## config.mk

```make
export PLATFORM = sky130hd
export DESIGN_NAME = shift_ex_stage
export DESIGN_NICKNAME = d
export VERILOG_FILES = /design/src/rtl/shift_ex_stage_pkg.sv /design/src/rtl/shift_ex_stage_shift32.sv /design/src/rtl/shift_ex_stage.sv
export SDC_FILE = /design/constraint.sdc
export NUM_CORES = 1
export LEC_CHECK = 0
export CAP_MARGIN = 20
export CORE_MARGIN = 2
export CORE_UTILIZATION = 52
export CTS_BUF_LIST = sky130_fd_sc_hd__clkbuf_8
export CTS_CLUSTER_DIAMETER = 40
export DETAILED_ROUTE_END_ITERATION = 10
export PLACE_DENSITY = 0.8
export SLEW_MARGIN = 10
export SYNTH_ARGS = -nofsm -noshare
export SYNTH_HDL_FRONTEND = slang
export SYNTH_SLANG_ARGS = --single-unit
export TNS_END_PERCENT = 100
```

## constraint.sdc

```tcl
create_clock -name m_clock -period 3.69 [get_ports m_clock]
set_input_delay 0.369 -clock m_clock [delete_from_list [all_inputs] [get_ports m_clock]]
set_output_delay 0.369 -clock m_clock [all_outputs]
set_load 0.005 [all_outputs]
```

## src/rtl/shift_ex_stage_pkg.sv

```systemverilog
// Shared definitions for the shift execute stage: R-type funct codes, buffer
// state encoding and the funct decoder used to steer the shifter.
package shift_ex_stage_pkg;

  localparam int XLEN = 32;

  localparam logic [5:0] FUNCT_SLL  = 6'b000000;
  localparam logic [5:0] FUNCT_SRL  = 6'b000010;
  localparam logic [5:0] FUNCT_SRA  = 6'b000011;
  localparam logic [5:0] FUNCT_SLLV = 6'b000100;
  localparam logic [5:0] FUNCT_SRLV = 6'b000110;
  localparam logic [5:0] FUNCT_SRAV = 6'b000111;

  typedef enum logic [1:0] {
    ST_EMPTY = 2'd0,
    ST_ONE   = 2'd1,
    ST_TWO   = 2'd2
  } buf_state_e;

  typedef struct packed {
    logic sll;
    logic srl;
    logic sra;
    logic use_rs;
    logic err;
  } shift_dec_t;

  function automatic shift_dec_t decode_funct(input logic [5:0] funct);
    shift_dec_t dec;
    dec = '0;
    unique case (funct)
      FUNCT_SLL:  dec.sll = 1'b1;
      FUNCT_SRL:  dec.srl = 1'b1;
      FUNCT_SRA:  dec.sra = 1'b1;
      FUNCT_SLLV: begin dec.sll = 1'b1; dec.use_rs = 1'b1; end
      FUNCT_SRLV: begin dec.srl = 1'b1; dec.use_rs = 1'b1; end
      FUNCT_SRAV: begin dec.sra = 1'b1; dec.use_rs = 1'b1; end
      default:    dec.err = 1'b1;
    endcase
    return dec;
  endfunction

endpackage

```

## src/rtl/shift_ex_stage_shift32.sv

```systemverilog
// Combinational 32-bit shifter; at most one of sll/srl/sra is asserted and the
// output is zero when none is. Clock/reset pins exist for interface compatibility only.
module shift32
  import shift_ex_stage_pkg::*;
(
  input  logic            m_clock,
  input  logic            p_reset,
  input  logic [XLEN-1:0] din,
  input  logic [4:0]      amt,
  input  logic            sll,
  input  logic            srl,
  input  logic            sra,
  output logic [XLEN-1:0] dout
);

  logic w_unused_pins;
  assign w_unused_pins = m_clock ^ p_reset;

  // NOTE: every always_comb output gets a default first so no path leaves it unassigned (no latch).
  always_comb begin
    dout = '0;
    if (sll)      dout = din << amt;
    else if (srl) dout = din >> amt;
    else if (sra) dout = $signed(din) >>> amt;
  end

endmodule

```

## src/rtl/shift_ex_stage.sv

```systemverilog
// Execute-stage front end for shifts: decodes funct, selects the amount, shifts,
// and feeds a 2-entry elastic buffer (output reg + skid reg) towards MEM/WB.
module shift_ex_stage
  import shift_ex_stage_pkg::*;
#(
  parameter int RDW = 5
) (
  input  logic            m_clock,
  input  logic            p_reset,
  input  logic            flush,
  input  logic            in_valid,
  output logic            in_ready,
  input  logic [5:0]      in_funct,
  input  logic [4:0]      in_shamt,
  input  logic [XLEN-1:0] in_rs,
  input  logic [XLEN-1:0] in_rt,
  input  logic [RDW-1:0]  in_rd,
  output logic            out_valid,
  input  logic            out_ready,
  output logic [XLEN-1:0] out_result,
  output logic [RDW-1:0]  out_rd,
  output logic            out_err
);

  buf_state_e r_state;
  buf_state_e w_state_nxt;

  shift_dec_t      w_dec;
  logic [4:0]      w_amt;
  logic [XLEN-1:0] w_shifted;
  logic            w_unused_rs;
  logic            w_accept;
  logic            w_drain;
  logic            w_load_out;
  logic            w_load_skid;
  logic            w_skid_to_out;

  logic [XLEN-1:0] r_out_result;
  logic [RDW-1:0]  r_out_rd;
  logic            r_out_err;
  logic [XLEN-1:0] r_skid_result;
  logic [RDW-1:0]  r_skid_rd;
  logic            r_skid_err;

  assign w_dec       = decode_funct(in_funct);
  assign w_amt       = w_dec.use_rs ? in_rs[4:0] : in_shamt;
  assign w_unused_rs = ^in_rs[XLEN-1:5];

  shift32 u_shift32 (
    .m_clock (m_clock),
    .p_reset (p_reset),
    .din     (in_rt),
    .amt     (w_amt),
    .sll     (w_dec.sll),
    .srl     (w_dec.srl),
    .sra     (w_dec.sra),
    .dout    (w_shifted)
  );

  // Handshake flags depend on registered state only: no in_ready <- out_ready path.
  assign in_ready  = (r_state != ST_TWO);
  assign out_valid = (r_state != ST_EMPTY);
  assign w_accept  = in_valid & in_ready;
  assign w_drain   = out_valid & out_ready;

  // NOTE: sequential state uses non-blocking (<=) so all registers update together at the edge.
  always_ff @(posedge m_clock) begin
    if (!p_reset) r_state <= ST_EMPTY;
    else          r_state <= w_state_nxt;
  end

  always_comb begin
    w_state_nxt   = r_state;
    w_load_out    = 1'b0;
    w_load_skid   = 1'b0;
    w_skid_to_out = 1'b0;
    if (flush) begin
      w_state_nxt = ST_EMPTY;
    end else begin
      unique case (r_state)
        ST_EMPTY: begin
          if (w_accept) begin
            w_load_out  = 1'b1;
            w_state_nxt = ST_ONE;
          end
        end
        ST_ONE: begin
          if (w_accept && w_drain) begin
            w_load_out = 1'b1;
          end else if (w_accept) begin
            w_load_skid = 1'b1;
            w_state_nxt = ST_TWO;
          end else if (w_drain) begin
            w_state_nxt = ST_EMPTY;
          end
        end
        ST_TWO: begin
          if (w_drain) begin
            w_skid_to_out = 1'b1;
            w_state_nxt   = ST_ONE;
          end
        end
        default: w_state_nxt = ST_EMPTY;
      endcase
    end
  end

  always_ff @(posedge m_clock) begin
    if (!p_reset) begin
      r_out_result <= '0;
      r_out_rd     <= '0;
      r_out_err    <= 1'b0;
    end else if (w_load_out) begin
      r_out_result <= w_shifted;
      r_out_rd     <= in_rd;
      r_out_err    <= w_dec.err;
    end else if (w_skid_to_out) begin
      r_out_result <= r_skid_result;
      r_out_rd     <= r_skid_rd;
      r_out_err    <= r_skid_err;
    end
  end

  // NOTE: skid data is not reset; it is only ever observed after a load guarded by state.
  always_ff @(posedge m_clock) begin
    if (w_load_skid) begin
      r_skid_result <= w_shifted;
      r_skid_rd     <= in_rd;
      r_skid_err    <= w_dec.err;
    end
  end

  assign out_result = r_out_result;
  assign out_rd     = r_out_rd;
  assign out_err    = r_out_err;

endmodule
```

* After elaboration in Yosys (flattened, before gate mapping)
Index checks and enable logic that the tools add are counted.
** Storage, ports and cells
- Output and inout port bits :: 40
- Register bits :: 78
** Operators by class
- Equal/unequal tests :: 12
- Multiplexer cells :: 31
- Bitwise gates (word level) :: 3
- Shifts and indexed selects :: 3
- Reductions and logical operators :: 12
** Operators by type and width (count)
- $mux 32 :: 5
- $shl 32x5->32 :: 1
- $shr 32x5->32 :: 1
- $sshr 32x5->32 :: 1
- $eq 6x3->1 const B :: 3
- $mux 1 :: 16
- $mux 5 :: 3
- $eq 6x2->1 const B :: 2
- $mux 2 :: 5
- $ne 2x2->1 const B :: 4
- $reduce_or 2->1 :: 4
- $logic_not 6->1 :: 1
- $pmux 2 s3 :: 1
- $reduce_or 6->1 :: 1
- $reduce_and 4->1 :: 1
- $reduce_bool 2->1 :: 2
- $ne 3x3->1 const B :: 1
- $reduce_or 3->1 :: 1
- $and 1x1->1 :: 2
- $eq 2x1->1 const B :: 1
- $eq 2x2->1 const B :: 1
- $logic_not 2->1 :: 1
- $pmux 1 s2 :: 1
- $logic_and 1x1->1 :: 1
- $not 1->1 :: 1

* Longest topological paths before layout
Gate-level depths: netlist (run 1).
- Depth after elaboration :: 9
- Depth in mapped cells :: 14

* Modules after synthesis
From an unflattened synthesis (run 1), not the netlist that was laid out.
** Second synthesis, totals
- Cells, all modules :: 787
- Area total of the unflattened synthesis :: 7632.3 um2
** By module, submodules not included
- shift32 :: instances 1, sequential area each 0.0 um2, area each 4445.5 um2, cells an instance 542
- shift_ex_stage :: instances 1, sequential area each 1941.9 um2, area each 3186.8 um2, cells an instance 245

* Worst setup path before layout (run 1)
Ideal clock, no wire load.
- Kind :: in2reg
- Start point :: input port out_ready
- End point :: register r_skid_err, enable pin
- Library setup time :: 0.481 ns
- Buffers on the path :: 0
- Stages on the path :: 2
- Data arrival time :: 3.196 ns
- Path slack :: 0.013 ns
- Path through :: nand2b_1 > nor3_1
** Between the ends
- Word-level cells in the longest chain between the ends :: 5
** RTL lines
- start: declaration :: line shift_ex_stage.sv:19 : input logic out_ready,
- $and 1x1->1 :: line shift_ex_stage.sv:64 : assign w_drain = out_valid & out_ready;
- $logic_and 1x1->1 :: line shift_ex_stage.sv:88 : if (w_accept && w_drain) begin
- $mux 1 :: line shift_ex_stage.sv:88
- $mux 1 :: line shift_ex_stage.sv:80 : unique case (r_state)
- $mux 1 :: line shift_ex_stage.sv:77 : if (flush) begin
- via w_load_skid :: line shift_ex_stage.sv:35 : logic w_load_skid;
- end signal: assignment :: line shift_ex_stage.sv:129 : r_skid_err <= w_dec.err;
- end: declaration :: line shift_ex_stage.sv:43 : logic r_skid_err;
The timed path passes the listed nets, and every way through them passes these cells.
A chain may end at the register's enable or synchronous reset.

* Worst setup path in the final report (run 1)
- Start point :: input port in_funct[3]
- End point :: register r_skid_result[24] (data pin)
** Between the ends
- Word-level cells in the longest chain between the ends :: 8
- Elaborated cells on any way between the ends :: 21
- Those cells by class :: eq/ne: 5; shift: 3; mux: 8; reduce/logical: 5
** RTL lines
- start: declaration :: line shift_ex_stage.sv:13 : input logic [5:0] in_funct,
- $eq 6x3->1 :: line shift_ex_stage_pkg.sv:31 : unique case (funct)
- $reduce_or 3->1 (no source line)
- $mux 1 :: line shift_ex_stage_pkg.sv:31
- $mux 5 :: line shift_ex_stage.sv:46 : assign w_amt = w_dec.use_rs ? in_rs[4:0] : in_shamt;
- $sshr 32x5->32 :: line shift_ex_stage_shift32.sv:24 : else if (sra) dout = $signed(din) >>> amt;
- $mux 32 :: line shift_ex_stage_shift32.sv:24
- $mux 32 :: line shift_ex_stage_shift32.sv:23 : else if (srl) dout = din >> amt;
- $mux 32 (*) :: line shift_ex_stage_shift32.sv:22 : if (sll) dout = din << amt;
- via u_shift32.dout[24] :: line shift_ex_stage_shift32.sv:13 : output logic [XLEN-1:0] dout
- end signal: assignment :: line shift_ex_stage.sv:127 : r_skid_result <= w_shifted;
- end: declaration :: line shift_ex_stage.sv:41 : logic [XLEN-1:0] r_skid_result;
The timed path passes the listed nets; every way through them passes the cells marked *.

==> out/metrics.yaml, run 1 <==
grt:
  gr-usage-met2_pct: 71.0
  grt_use_total_pct: 45.4
  grt_pass1_vias: 9941
  top_usage_layer: "met2"
  antenna_found_initial: 0
  grt_max_degree: 39
  met1_usage_pct: 57.9
  grt_pass1_wl_um: 58600
  grtUsageMet3_pct: 9.73
  grt_remaining_overflow: 0
logic_synthesis:
  synth-compound-area-share_pct: 36.3
  synth_warnings: 0
  syn_avg_cell_area_sq_um: 7.44
  synth_cells: 1125
  async_flop_share_pct: 0
  syn_area_sq_mm: 0.00838
  synth_area_leaders: "edfxtp_1 (14%), dfxtp_1 (9.6%), nand2_1 (8.0%), nand3_1 (6.0%), a21oi_1 (5.0%)"
  synth_edf_count: 38
  synth_cell_type_count: 87
  synth_top_area_share_pct: 13.6
  synth_top_family_by_area: "compound AO/OA/AOI/OAI gates"
  synth_most_common_cell: "nand2_1"
  muxShareOfSynthArea_pct: 7.87
  synthSimpleGateAreaFrac_pct: 26.2
  synth_fa_ha_area_share_pct: 0
  yosys_register_bits: 78
  synth_flop_cell: "dfxtp_1"
  seq_area_frac_synth_pct: 23.2
  synth_xor_area_share_pct: 0
  yosysTopAreaCell: "edfxtp_1"
  synth_common_cells: "nand2_1 (179), nand3_1 (100), a21oi_1 (83), clkbuf_1 (65), nor2_1 (59)"
  syn_nets: 1210
worst_setup_path:
  crit_chain: "clkdlybuf4s50_1 > nor4b_4 > buf_4 > nand3_1 > nand2_1 > buf_4 > nor2_1 > buf_4 > a32oi_1 > a21oi_1 > nor3_1 > buf_4 > nand2_1"
  crit_fanout: 25
  reg2reg_from: "r_state[1]"
  start_kind: "input port"
  reg2reg_depth: 7
  cp_slowest_cell: "clkdlybuf4s50_1"
  worstSetupPathType: "input port to register"
  arrival_ns: 3.80
  required_ns: 3.81
  critPathMaxStageDelay_ns: 0.50
  cp_common_cell: "buf_4"
  regToRegSetupSlack_ns: 1.61
  r2r-end: "out_result[25]"
  endpoint_kind: "register"
layout:
  seqCellArea_sq_mm: 0.00194
  diodes: 0
  syn_to_final_growth_pct: 33.2
  fin_nets: 1432
  multi_input_area_sq_mm: 0.00591
  n_fill_cell: 1331
  final_cells: 1568
  layout-drive-gt1-share_pct: 22.1
  final_util_pct: 70.5
floorplanning:
  die_x_um: 131
  core_region_area_sq_mm: 0.0158
  initial_core_util_pct: 52.9
  rows: 46
  die_h_um: 131
  pin_count: 125
  dieArea_sq_mm: 0.0171
sta:
  finalCriticalPeriod_ns: 3.67
  final_hold_viol_count: 0
  timing.fmax_mhz: 272
  grt_setup_unrepaired: "no"
  finalSetupViolCount: 0
  finalCritPeriodShare_pct: 99.5
  max_slew.worst_pin.slew_ns: 0.706
  fin_worst_skew_ns: 0.0133
  relSlewSlack_pct: 52.8
  slew_violations: 0
min_path:
  hp-start: "out_result[16]"
  hold_end: "out_result[16]"
  min_path_cells: 4
  hp-class: "register to register"
placed_design:
  dp_hpwl_um: 30900
  place_congestion: 1.11
  io_buffers: 97
  placed_cells: 1552
cts:
  cts_resized: 0
  post_cts_buffers: 0
  clk_pin_slew_ns: 0.09
  clock-sinks: 78
  htree_levels: 3
  cts_max_path_buffers: 2
  cts_hold_buffers: 0
  clkLatencyLatePin_ns: 0.36
  cts_tree: "done"
  cts_root_buf: "clkbuf_8"
  cts_buffers: 9
power:
  report.power.total_mw: 2.89
  ir_drop_v: 0.000154
  p_per_area_mw_per_mm2: 259
  p_leak_nw: 4.60
status:
  status: "finished, final reports clean"
drt:
  route.vias.total: 11000
  drtIter0Drc: 2039
  drt-total-wl_um: 39200
  dr.pass1.iters: 6
  routedWlPerCell_um: 25.0
  drc: 0
  final_antenna_net_count: 0
  via_per_inst: 7.04
flow_run:
  drv_cap: 0
## sequential cells by signal, indices dropped and copies added (netlist names)
name	count
r_skid_rd	5
r_skid_err	1
out_err	1
r_state	2
out_rd	5
out_result	32
r_skid_result	32
## per-stage QoR
step                hold WS (ns)  setup WS (ns)  area [sq um]  setup TNS [ns]
floorplan                  0.446         0.0130          8380               0
global placement           0.531         -0.170         10900          -0.721
detailed placement         0.548         -0.187         10900           -1.71
CTS                        0.561          0.193         11200               0
global route               0.580         0.0220         11200               0
finish                     0.562         0.0167         11200               0
## critical path, delay by kind of cell
kind                   cells  cell delay [ns]
AO/OA/AOI/OAI              2             0.37
buffers and inverters      5             1.55
AND/OR/NAND/NOR            6             1.49
## layout by cell type, fill, tap and decap left out, drive strengths merged, types with 17 or more instances in the layout
master / instances
a211oi: 50
edfxtp: 38
buf: 227
a22oi: 25
nor3: 17
o211a: 27
nand2b: 30
nor2: 60
a311oi: 26
a31oi: 23
a21oi: 83
o21ai: 55
mux2i: 22
clkdlybuf4s50: 97
nand2: 182
nand3: 100
dfxtp: 40
## worst max path at each step
stage | end | cells after the start | from | slack (ns)
after global routing | r_skid_result[24] | 13 | in_funct[3] | 0.02
after detailed placement | r_skid_result[26] | 11 | in_funct[3] | -0.19
after floorplan | r_skid_err | 2 | out_ready | 0.01
after CTS | r_skid_result[26] | 11 | in_funct[3] | 0.19
final | r_skid_result[24] | 13 | in_funct[3] | 0.02
after global placement | r_skid_result[26] | 11 | in_funct[3] | -0.17
## where the power goes
group | internal [mW] | total [mW] | leakage (nW) | switching (mW)
registers | 0.928 | 0.940 | 0.731 | 0.0127
logic | 0.551 | 1.28 | 3.77 | 0.724
clock network | 0.329 | 0.678 | 0.102 | 0.349
total | 1.81 | 2.89 | 4.60 | 1.09
## logic make-up after synthesis
| kind of cell | count (synthesis) |
|---|---|
| AOI/OAI and AO/OA | 418 |
| DFF | 78 |
| buffers and inverters | 125 |
| muxes | 46 |
| and+or+nand+nor | 458 |
## metal layers
layer | share of wire (%) | vias to the layer above
met3 | 12 | 225
met4 | 7.3 | 0
met1 | 37 | 5041
li1 | - | 4817
met2 | 43 | 960
met5 | 0 | -
## final cells by class
type,instances,area share (%)
Clock buffer,9,1.11
Clock inverter,7,0.785
Inverter,12,0.404
Tap cell,216,2.42
Sequential cell,78,17.4
Timing Repair Buffer,324,24.9
Multi-Input combinational cell,922,53.0
Power figures use the tool's default switching activity.
==> run 2: changes to the inputs <==
Settings changed: TNS_END_PERCENT 100 to 50.
==> results of run 2 <==
Final layout, timing and power as in run 1 (identical DEF).
==> run 3: changes to the inputs <==
Settings changed: CORE_UTILIZATION 52 to 55, GPL_ROUTABILITY_DRIVEN set to 1, PLACE_DENSITY 0.8 to 0.81, SETUP_SLACK_MARGIN set to 0.1.
Clock period 3.69 ns to 4.7 ns, I/O delays scaled along.
==> out/metrics.yaml, run 3 (same netlist as run 1, synthesis figures left out) <==
grt:
  grt_pass1_vias: 9613  # -3.3%
  antenna_found_initial: 0  # unchanged
  grt_max_degree: 40  # +2.6%
  grt_use_total_pct: 46.1  # +0.74 points
  grt_remaining_overflow: 0  # unchanged
  grt_pass1_wl_um: 57800  # -1.4%
worst_setup_path:
  arrival_ns: 4.29  # +0.49 ns
  required_ns: 4.80  # +0.99 ns
  critPathMaxStageDelay_ns: 0.85  # +0.35 ns
  worstSetupPathType: "input port to register"
  cp_slowest_cell: "a311oi_1"
  start_kind: "input port"
  crit_chain: "clkdlybuf4s50_1 > nand2b_1 > nand2_2 > a311oi_1 > a22oi_1 > a211oi_1 > buf_4 > a221oi_1 > nor3_1 > nand2_1"
  regToRegSetupSlack_ns: 2.59  # +0.98 ns
  endpoint_kind: "register"
  path_buf_inv: 2  # -3
  crit_fanout: 22  # -12%
  cp_top_family: "simple AND/OR/NAND/NOR gates"
drt:
  via_per_inst: 7.59  # +7.8%
  drc: 0  # unchanged
  drt-total-wl_um: 38100  # -2.9%
  route.vias.total: 10500  # -5.1%
  routedWlPerCell_um: 27.6  # +10%
  dr.pass1.iters: 7  # +1
  drtIter0Drc: 1821  # -11%
  final_antenna_net_count: 0  # unchanged
status:
  status: "finished, final reports clean"
cts:
  clkLatencyLatePin_ns: 0.36  # about the same
  cts_buffers: 9  # unchanged
  htree_levels: 3  # unchanged
  post_cts_buffers: 0  # unchanged
  clock-sinks: 78  # unchanged
  clk_pin_slew_ns: 0.09  # about the same
  cts_tree: "done"
  cts_max_path_buffers: 2  # unchanged
  cts_hold_buffers: 0  # unchanged
  cts_root_buf: "clkbuf_8"
  cts_resized: 0  # unchanged
layout:
  diodes: 0  # unchanged
  final_cell_mix: "nand2_1 (179), nand3_1 (100), clkdlybuf4s50_1 (97)"
  fin_nets: 1273  # -11%
  layout-drive-gt1-share_pct: 11.7  # -10 points
  layout_commonest_cell: "nand2_1"
  syn_to_final_growth_pct: 17.8
power:
  p_per_area_mw_per_mm2: 220  # -15%
  seq_power_share_pct: 33.9  # +1.4 points
  ir_drop_v: 0.000189  # +23%
  power.internal_mw: 1.35  # -25%
  pwr-share-clk_pct: 26.7  # +3.3 points
  power.switching_uw: 825  # -24%
  p_leak_nw: 3.83  # -17%
  power_switching_share_pct: 37.9  # +0.40 points
  combPwrFrac_pct: 39.4  # -4.7 points
sta:
  finalCriticalPeriod_ns: 4.19
  grt_setup_unrepaired: "no"
  finalWorstSetupSlack_ns: 0.514  # +0.498 ns
  finalCritPeriodShare_pct: 89.1
  fin_worst_skew_ns: 0.0172  # +0.00396 ns
  timing.fmax_mhz: 239
  final_hold_viol_count: 0  # unchanged
  max_slew.worst_pin.slew_ns: 0.919  # +0.213 ns
  fin_tns_setup_ns: 0  # unchanged
  relSlewSlack_pct: 37.8  # -15 points
  finalSetupViolCount: 0  # unchanged
  slew_violations: 0  # unchanged
  hold_ws_ns: 0.561  # -0.00134 ns
placed_design:
  io_buffers: 97  # unchanged
  dp_hpwl_um: 28500  # -7.7%
  place_congestion: 1.19  # +7.7%
  place_ws_ns: 0.282  # +0.469 ns
floorplanning:
  core_region_area_sq_mm: 0.0150  # -5.0%
  rows: 45  # -2.2%
  die_h_um: 127  # -2.7%
  pin_count: 125  # unchanged
  initial_core_util_pct: 55.7  # +2.8 points
  dieArea_sq_mm: 0.0162  # -5.3%
  die_x_um: 127  # -2.7%
flow_run:
  drv_cap: 0  # unchanged
min_path:
  hp-class: "register to register"
-- run 3: cell count changes in the layout (fill, tap and decap cells not counted), sizes merged --
cell,previous run,this run
buf,227,68
bufinv,1,2
clkinv,0,1
clkinvlp,2,0
-- run 3: stage by stage --
stage	area, sq um	total power [mW]	util (%)	cells
2_1_floorplan	8380	1.23	-	1125
3_3_place_gp	9640	1.56	64.1	1365
3_5_place_dp	9640	1.56	64.1	1365
4_1_cts	9870	2.13	65.6	1381
5_1_grt	9870	2.24	65.6	1381
6_report	9870	2.17	65.6	1381
-- run 3: area by class of cell --
class                      instances  area (sq um)
multi-input combinational        922          5910
fill                            1315          5160
sequential                        78          1940
timing repair buffer             165          1510
tap                              188           235
clock buffer                       9           124
clock inverter                     7           103
inverter                          12          45.0
-- run 3: power groups by stage --
stage               Clock [mW]  Combinational, mW  Sequential (mW)
floorplan                    0              0.475            0.754
detailed placement           0              0.806            0.754
CTS                      0.583              0.810            0.738
global route             0.608              0.890            0.740
global placement             0              0.805            0.753
finish                   0.580              0.857            0.738
-- run 3: worst register-to-register path, cell delays in order (launching register included) --
cell and delay (ns):
dfxtp_1 0.40, nand2b_1 0.17, nor2_1 0.06, and2_1 0.34, nor2_1 0.52, a22o_1 0.25, and4b_1 0.20, a21oi_1 0.13
-- run 3: path summary, 6_finish.rpt --
check                                      start           endpoint  cells after the start
worst min-delay path            r_skid_result[1]      out_result[1]                      2
worst max register to register        r_state[1]     out_result[25]                      7
worst max-delay path                 in_funct[1]  r_skid_result[16]                     10
worst min register to register  r_skid_result[1]      out_result[1]                      2
-- run 3: routing by layer --
layer	share of wire (%)	vias up	GRT usage, %	routed length [um]
met5	0	-	0	0
met2	42	950	69.8	16200
met1	36	4793	60.1	13800
met4	7.3	0	25.5	2770
met3	14	245	11.8	5340
li1	-	4494	-	-
